`src/rtl/bp_io_reg_endpoint.sv`:
```
// Uncached BedRock IO endpoint: one outstanding command serviced against a small
// local register file. Define BP_IO_REG_CYCLE_COUNTER_EN to make reg[0] a read-only cycle counter.
module bp_io_reg_endpoint #(
  parameter int unsigned addr_width_p    = 40,
  parameter int unsigned data_width_p    = 64,
  parameter int unsigned payload_width_p = 16,
  parameter int unsigned num_regs_p      = 8
) (
  input  logic                       clk_i,
  input  logic                       reset_n_i,
  input  logic [3:0]                 io_cmd_type_i,
  input  logic [addr_width_p-1:0]    io_cmd_addr_i,
  input  logic [2:0]                 io_cmd_size_i,
  input  logic [payload_width_p-1:0] io_cmd_payload_i,
  input  logic [data_width_p-1:0]    io_cmd_data_i,
  input  logic                       io_cmd_v_i,
  output logic                       io_cmd_ready_and_o,
  output logic [3:0]                 io_resp_type_o,
  output logic [addr_width_p-1:0]    io_resp_addr_o,
  output logic [2:0]                 io_resp_size_o,
  output logic [payload_width_p-1:0] io_resp_payload_o,
  output logic [data_width_p-1:0]    io_resp_data_o,
  output logic                       io_resp_v_o,
  input  logic                       io_resp_yumi_i
);

  localparam int unsigned idx_w = $clog2(num_regs_p);

  localparam logic [3:0] uc_rd_type = 4'd2;
  localparam logic [3:0] uc_wr_type = 4'd3;

  localparam logic [0:0] e_ready = 1'b0;
  localparam logic [0:0] e_resp  = 1'b1;

  logic [0:0]              state;
  logic [data_width_p-1:0] regs [num_regs_p];

  logic                    accept;
  logic                    is_rd;
  logic                    is_wr;
  logic                    wr_en;
  logic [idx_w-1:0]        idx;
  logic [1:0]              size_eff;
  logic [7:0]              low_mask;
  logic [2:0]              align;
  logic [2:0]              off;
  logic [7:0]              lane_mask;
  logic [data_width_p-1:0] wdata_sh;
  logic [data_width_p-1:0] read_bits;
  logic [data_width_p-1:0] cur;
  logic [data_width_p-1:0] rdata;

  assign accept = io_cmd_v_i & (state == e_ready);
  assign is_rd  = (io_cmd_type_i == uc_rd_type);
  assign is_wr  = (io_cmd_type_i == uc_wr_type);
  assign idx    = io_cmd_addr_i[3 +: idx_w];

  // sizes 4..7 behave as full 8-byte accesses
  assign size_eff = io_cmd_size_i[2] ? 2'd3 : io_cmd_size_i[1:0];

  always_comb begin
    low_mask = 8'hFF;
    align    = 3'b000;
    case (size_eff)
      2'd0: begin low_mask = 8'h01; align = 3'b111; end
      2'd1: begin low_mask = 8'h03; align = 3'b110; end
      2'd2: begin low_mask = 8'h0F; align = 3'b100; end
      default: begin low_mask = 8'hFF; align = 3'b000; end
    endcase
  end

  assign off       = io_cmd_addr_i[2:0] & align;
  assign lane_mask = low_mask << off;
  assign wdata_sh  = io_cmd_data_i << {off, 3'b000};

  always_comb begin
    read_bits = '0;
    for (int unsigned i = 0; i < 8; i++) begin
      read_bits[8*i +: 8] = {8{low_mask[i]}};
    end
  end

`ifdef BP_IO_REG_CYCLE_COUNTER_EN
  logic [data_width_p-1:0] counter;

  always_ff @(posedge clk_i or negedge reset_n_i) begin
    if (!reset_n_i) begin
      counter <= '0;
    end else begin
      counter <= counter + 1'b1;
    end
  end

  // index 0 is the counter: reads see it, writes are answered but dropped
  assign cur   = (idx == '0) ? counter : regs[idx];
  assign wr_en = accept & is_wr & (idx != '0);
`else
  assign cur   = regs[idx];
  assign wr_en = accept & is_wr;
`endif

  assign rdata = (cur >> {off, 3'b000}) & read_bits;

  always_ff @(posedge clk_i or negedge reset_n_i) begin
    if (!reset_n_i) begin
      for (int unsigned r = 0; r < num_regs_p; r++) begin
        regs[r] <= '0;
      end
    end else if (wr_en) begin
      for (int unsigned i = 0; i < 8; i++) begin
        if (lane_mask[i]) begin
          regs[idx][8*i +: 8] <= wdata_sh[8*i +: 8];
        end
      end
    end
  end

  always_ff @(posedge clk_i or negedge reset_n_i) begin
    if (!reset_n_i) begin
      state <= e_ready;
    end else begin
      case (state)
        e_ready: if (io_cmd_v_i)     state <= e_resp;
        e_resp:  if (io_resp_yumi_i) state <= e_ready;
        default: state <= e_ready;
      endcase
    end
  end

  always_ff @(posedge clk_i or negedge reset_n_i) begin
    if (!reset_n_i) begin
      io_resp_type_o    <= '0;
      io_resp_addr_o    <= '0;
      io_resp_size_o    <= '0;
      io_resp_payload_o <= '0;
      io_resp_data_o    <= '0;
    end else if (accept) begin
      io_resp_type_o    <= io_cmd_type_i;
      io_resp_addr_o    <= io_cmd_addr_i;
      io_resp_size_o    <= io_cmd_size_i;
      io_resp_payload_o <= io_cmd_payload_i;
      io_resp_data_o    <= is_rd ? rdata : '0;
    end
  end

  assign io_cmd_ready_and_o = (state == e_ready);
  assign io_resp_v_o        = (state == e_resp);

endmodule

```
`config.mk`:
```
export PLATFORM = sky130hd
export DESIGN_NAME = bp_io_reg_endpoint
export DESIGN_NICKNAME = d
export VERILOG_FILES = /design/src/rtl/bp_io_reg_endpoint.sv
export SDC_FILE = /design/constraint.sdc
export NUM_CORES = 1
export LEC_CHECK = 0
export CORE_AREA = 2 2 281 283
export CTS_CLUSTER_SIZE = 10
export DETAILED_ROUTE_END_ITERATION = 8
export DIE_AREA = 0 0 283 285
export GPL_TIMING_DRIVEN = 0
export PLACE_DENSITY = 0.69
export SYNTH_ARGS = -nofsm -noshare
export SYNTH_HDL_FRONTEND = slang
export SYNTH_SLANG_ARGS = --single-unit
```
`constraint.sdc`:
```
create_clock -name clk_i -period 2.7 [get_ports clk_i]
set_input_delay 0.27 -clock clk_i [delete_from_list [all_inputs] [get_ports clk_i]]
set_output_delay 0.27 -clock clk_i [all_outputs]
set_load 0.05 [all_outputs]
```
==> impl_metrics.json <==
{
  "start_util_pct": 39.5,
  "synthFlopType": "dfrtp_1",
  "synth-edff-count": 0,
  "synth_top_area_cell": "dfrtp_1",
  "ctsRootBufferMaster": "clkbuf_16",
  "hold_start": "io_cmd_addr_i[2]",
  "hold_violations": 0,
  "gp_congestion": 1.03,
  "totalNegativeSetupSlack_ns": -0.218,
  "leakage_nw": 17.4,
  "fin_crit_ns": 2.79,
  "grt_antenna_before_repair": 7,
  "overflow": 0,
  "endpoint_kind": "flip-flop",
  "final-max-slew-violation-count": 0,
  "synth_area_mm2": 0.0308,
  "synthCells": 2906,
  "first_iter_violations": 3603,
  "track_usage_pct": 32.2,
  "drive_above_1_share_pct": 23.2,
  "power_density_mw_per_mm2": 632,
  "ir_worst_vdd_mv": 0.417,
  "ys_seq_elements": 640,
  "cp-start-kind": "input pin",
  "rr_startpoint": "io_resp_v_o",
  "ys_seq_area_share_pct": 52.0,
  "fp.dieW_um": 283,
  "coreArea_mm2": 0.0780,
  "utilization_pct": 49.4,
  "syn_avg_cell_area_um2": 10.6,
  "fill_cells": 7115,
  "final_net_count": 3416,
  "violations": "negative setup slack",
  "cts-buffers-inserted": 76,
  "tightest_slew_ns": 0.998,
  "dpl.hpwl_um": 95000,
  "clk_pin_slew_ns": 0.05,
  "setup_ws_ns": -0.0888,
  "dieArea_mm2": 0.0807,
  "wl_um": 132000,
  "syn_nets": 3037,
  "fmax_mhz": 359,
  "rsz0062_at_grt": "true",
  "run_status": "finished with violations",
  "crit_type": "in -> reg",
  "mostFrequentLayoutCells": "698 x nand2_1, 640 x dfrtp_1, 307 x o21ai_0, 307 x mux2_2, 254 x clkdlybuf4s50_1",
  "grt_max_degree": 124,
  "grt_pass1_wl_um": 188000,
  "clockBufferDepth": 3,
  "whs_ns": 0.0143,
  "syn2layout_area_growth_pct": 25.0,
  "num_vias": 26804,
  "num_rows": 103,
  "vias_per_cell": 6.14,
  "h-tree-depth": 3,
  "drv_cap": 0,
  "insertion_delay_ns": 0.66,
  "fin_worst_skew_ns": 0.0309,
  "firstDrtPassIters": 7,
  "yosys_warnings": 0,
  "synth_area_leaders": "dfrtp_1 52%, mux2_2 11%, nand2_1 8.6%",
  "drc": 0,
  "cts_tree": "yes",
  "ant_nets": 0,
  "critPathLaunch": "io_cmd_addr_i[4]",
  "min_period_over_period_pct": 103,
  "first_global_vias": 26152,
  "cts_sinks": 640,
  "arrival_ns": 3.25,
  "relSlewSlack_pct": 33.1,
  "pin_count": 260,
  "wl_per_cell_um": 30.2,
  "cp.required_ns": 3.16,
  "synth.top_cell.area_share_pct": 52.0,
  "die_h_um": 285,
  "setup_violations": 12,
  "hold_path.class": "in -> reg",
  "synth_cell_types": 79,
  "portBuffers": 257,
  "async_flop_share_pct": 100,
  "layout_commonest_cell": "nand2_1",
  "power_mw": 24.3,
  "cp_max_fo": 10
}
==> Yosys cell counts (all sizes together), types with 18 or more instances <==
cell,n
nand2,722
dfrtp,640
o21ai,326
mux2,309
mux2i,126
buf,113
a21oi,108
clkbuf,84
a221oi,60
nor2,58
a22oi,48
o22ai,38
mux4,24
a22o,23
a31oi,23
a221o,21
nand3,20
nor3,18
==> logic make-up (layout without fill, tap and decap cells) <==
logic type / after synthesis / after routing / share of synthesized area (%)
compound gates: 721 / 721 / 15.2
buf+inv: 206 / 611 / 3.40
flops: 640 / 640 / 52.0
mux: 459 / 459 / 17.4
other cells: 0 / 1 / 0
simple gates: 880 / 880 / 12.0
==> path summary, 6_finish.rpt <==
kind | to | slack [ns] | depth (start not counted)
worst max-delay path | io_resp_data_o[15] | -0.09 | 11
worst min-delay path | io_resp_addr_o[2] | 0.01 | 3
worst max register to register | regs[135] | 0.09 | 8
worst min register to register | io_resp_data_o[41] | 0.47 | 2
max in group asynchronous | regs[260] | 0.72 | 4
min in group asynchronous | io_resp_addr_o[13] | 0.25 | 2
==> layer usage <==
| metal | wire length (um) | global-route usage [%] | share of wire (%) |
|---|---|---|---|
| met1 | 50600 | 42.0 | 38 |
| met2 | 55000 | 46.9 | 42 |
| met3 | 18000 | 11.9 | 14 |
| met4 | 7830 | 16.6 | 6.0 |
| met5 | 11 | 0 | 0.0084 |
==> sequential cells by signal, summed over array words and instances, names as in the netlist <==
signal             cells
io_resp_size_o         3
regs                 512
io_resp_v_o            1
io_resp_type_o         4
io_resp_addr_o        40
io_resp_payload_o     16
io_resp_data_o        64
==> layout make-up <==
class                   instances  area (um2)  share of cell area [%]
flip-flops and latches        640       16000                    41.6
multi-input cells            2060       14600                    37.9
repair buffers                309        3310                    8.59
clock buffers                  97        2050                    5.33
well taps                    1050        1310                    3.41
plain buffers                 189        1120                    2.91
clock inverters                 7        63.8                   0.166
inverters                       9        37.5                  0.0975
diodes                          1        2.50                 0.00650
==> power breakdown <==
group | leakage (nW) | total (mW) | switching, mW | internal, mW
Combinational | 7.60 | 4.57 | 3.09 | 1.49
Sequential | 8.77 | 10.5 | 0.301 | 10.2
Clock | 1.03 | 9.29 | 4.01 | 5.27
==> through the flow <==
| stage | instance area, um2 | instances | setup WS, ns |
|---|---|---|---|
| after floorplan | 30800 | 2906 | 0.393 |
| after global placement | 34700 | 4213 | -27.74 |
| after detailed placement | 34800 | 4219 | -2.43 |
| after CTS | 37700 | 4343 | -0.0320 |
| after global routing | 38500 | 4361 | -0.0158 |
| final | 38500 | 4362 | -0.0888 |
==> worst max-delay path, cell delays in order <==
cell and delay (ns):
clkdlybuf4s50_1 0.54, buf_6 0.21, buf_6 0.22, buf_6 0.25, nand2b_2 0.26, o22ai_1 0.19, a221oi_4 0.42, buf_2 0.28
a21oi_1 0.09, a21oi_1 0.33, a221oi_1 0.16
==> timing repair <==
item | in CTS | in global routing
setup endpoints to repair | 546 | 465
endpoints found under the hold margin | 104 | 0
hold buffers | 2 | 0
gates resized for setup | 130 | 115
gates cloned | 0 | 0
buffers inserted | 23 | 21
pin swaps | 11 | 21
Note: power is estimated with default switching activity, not from simulation.
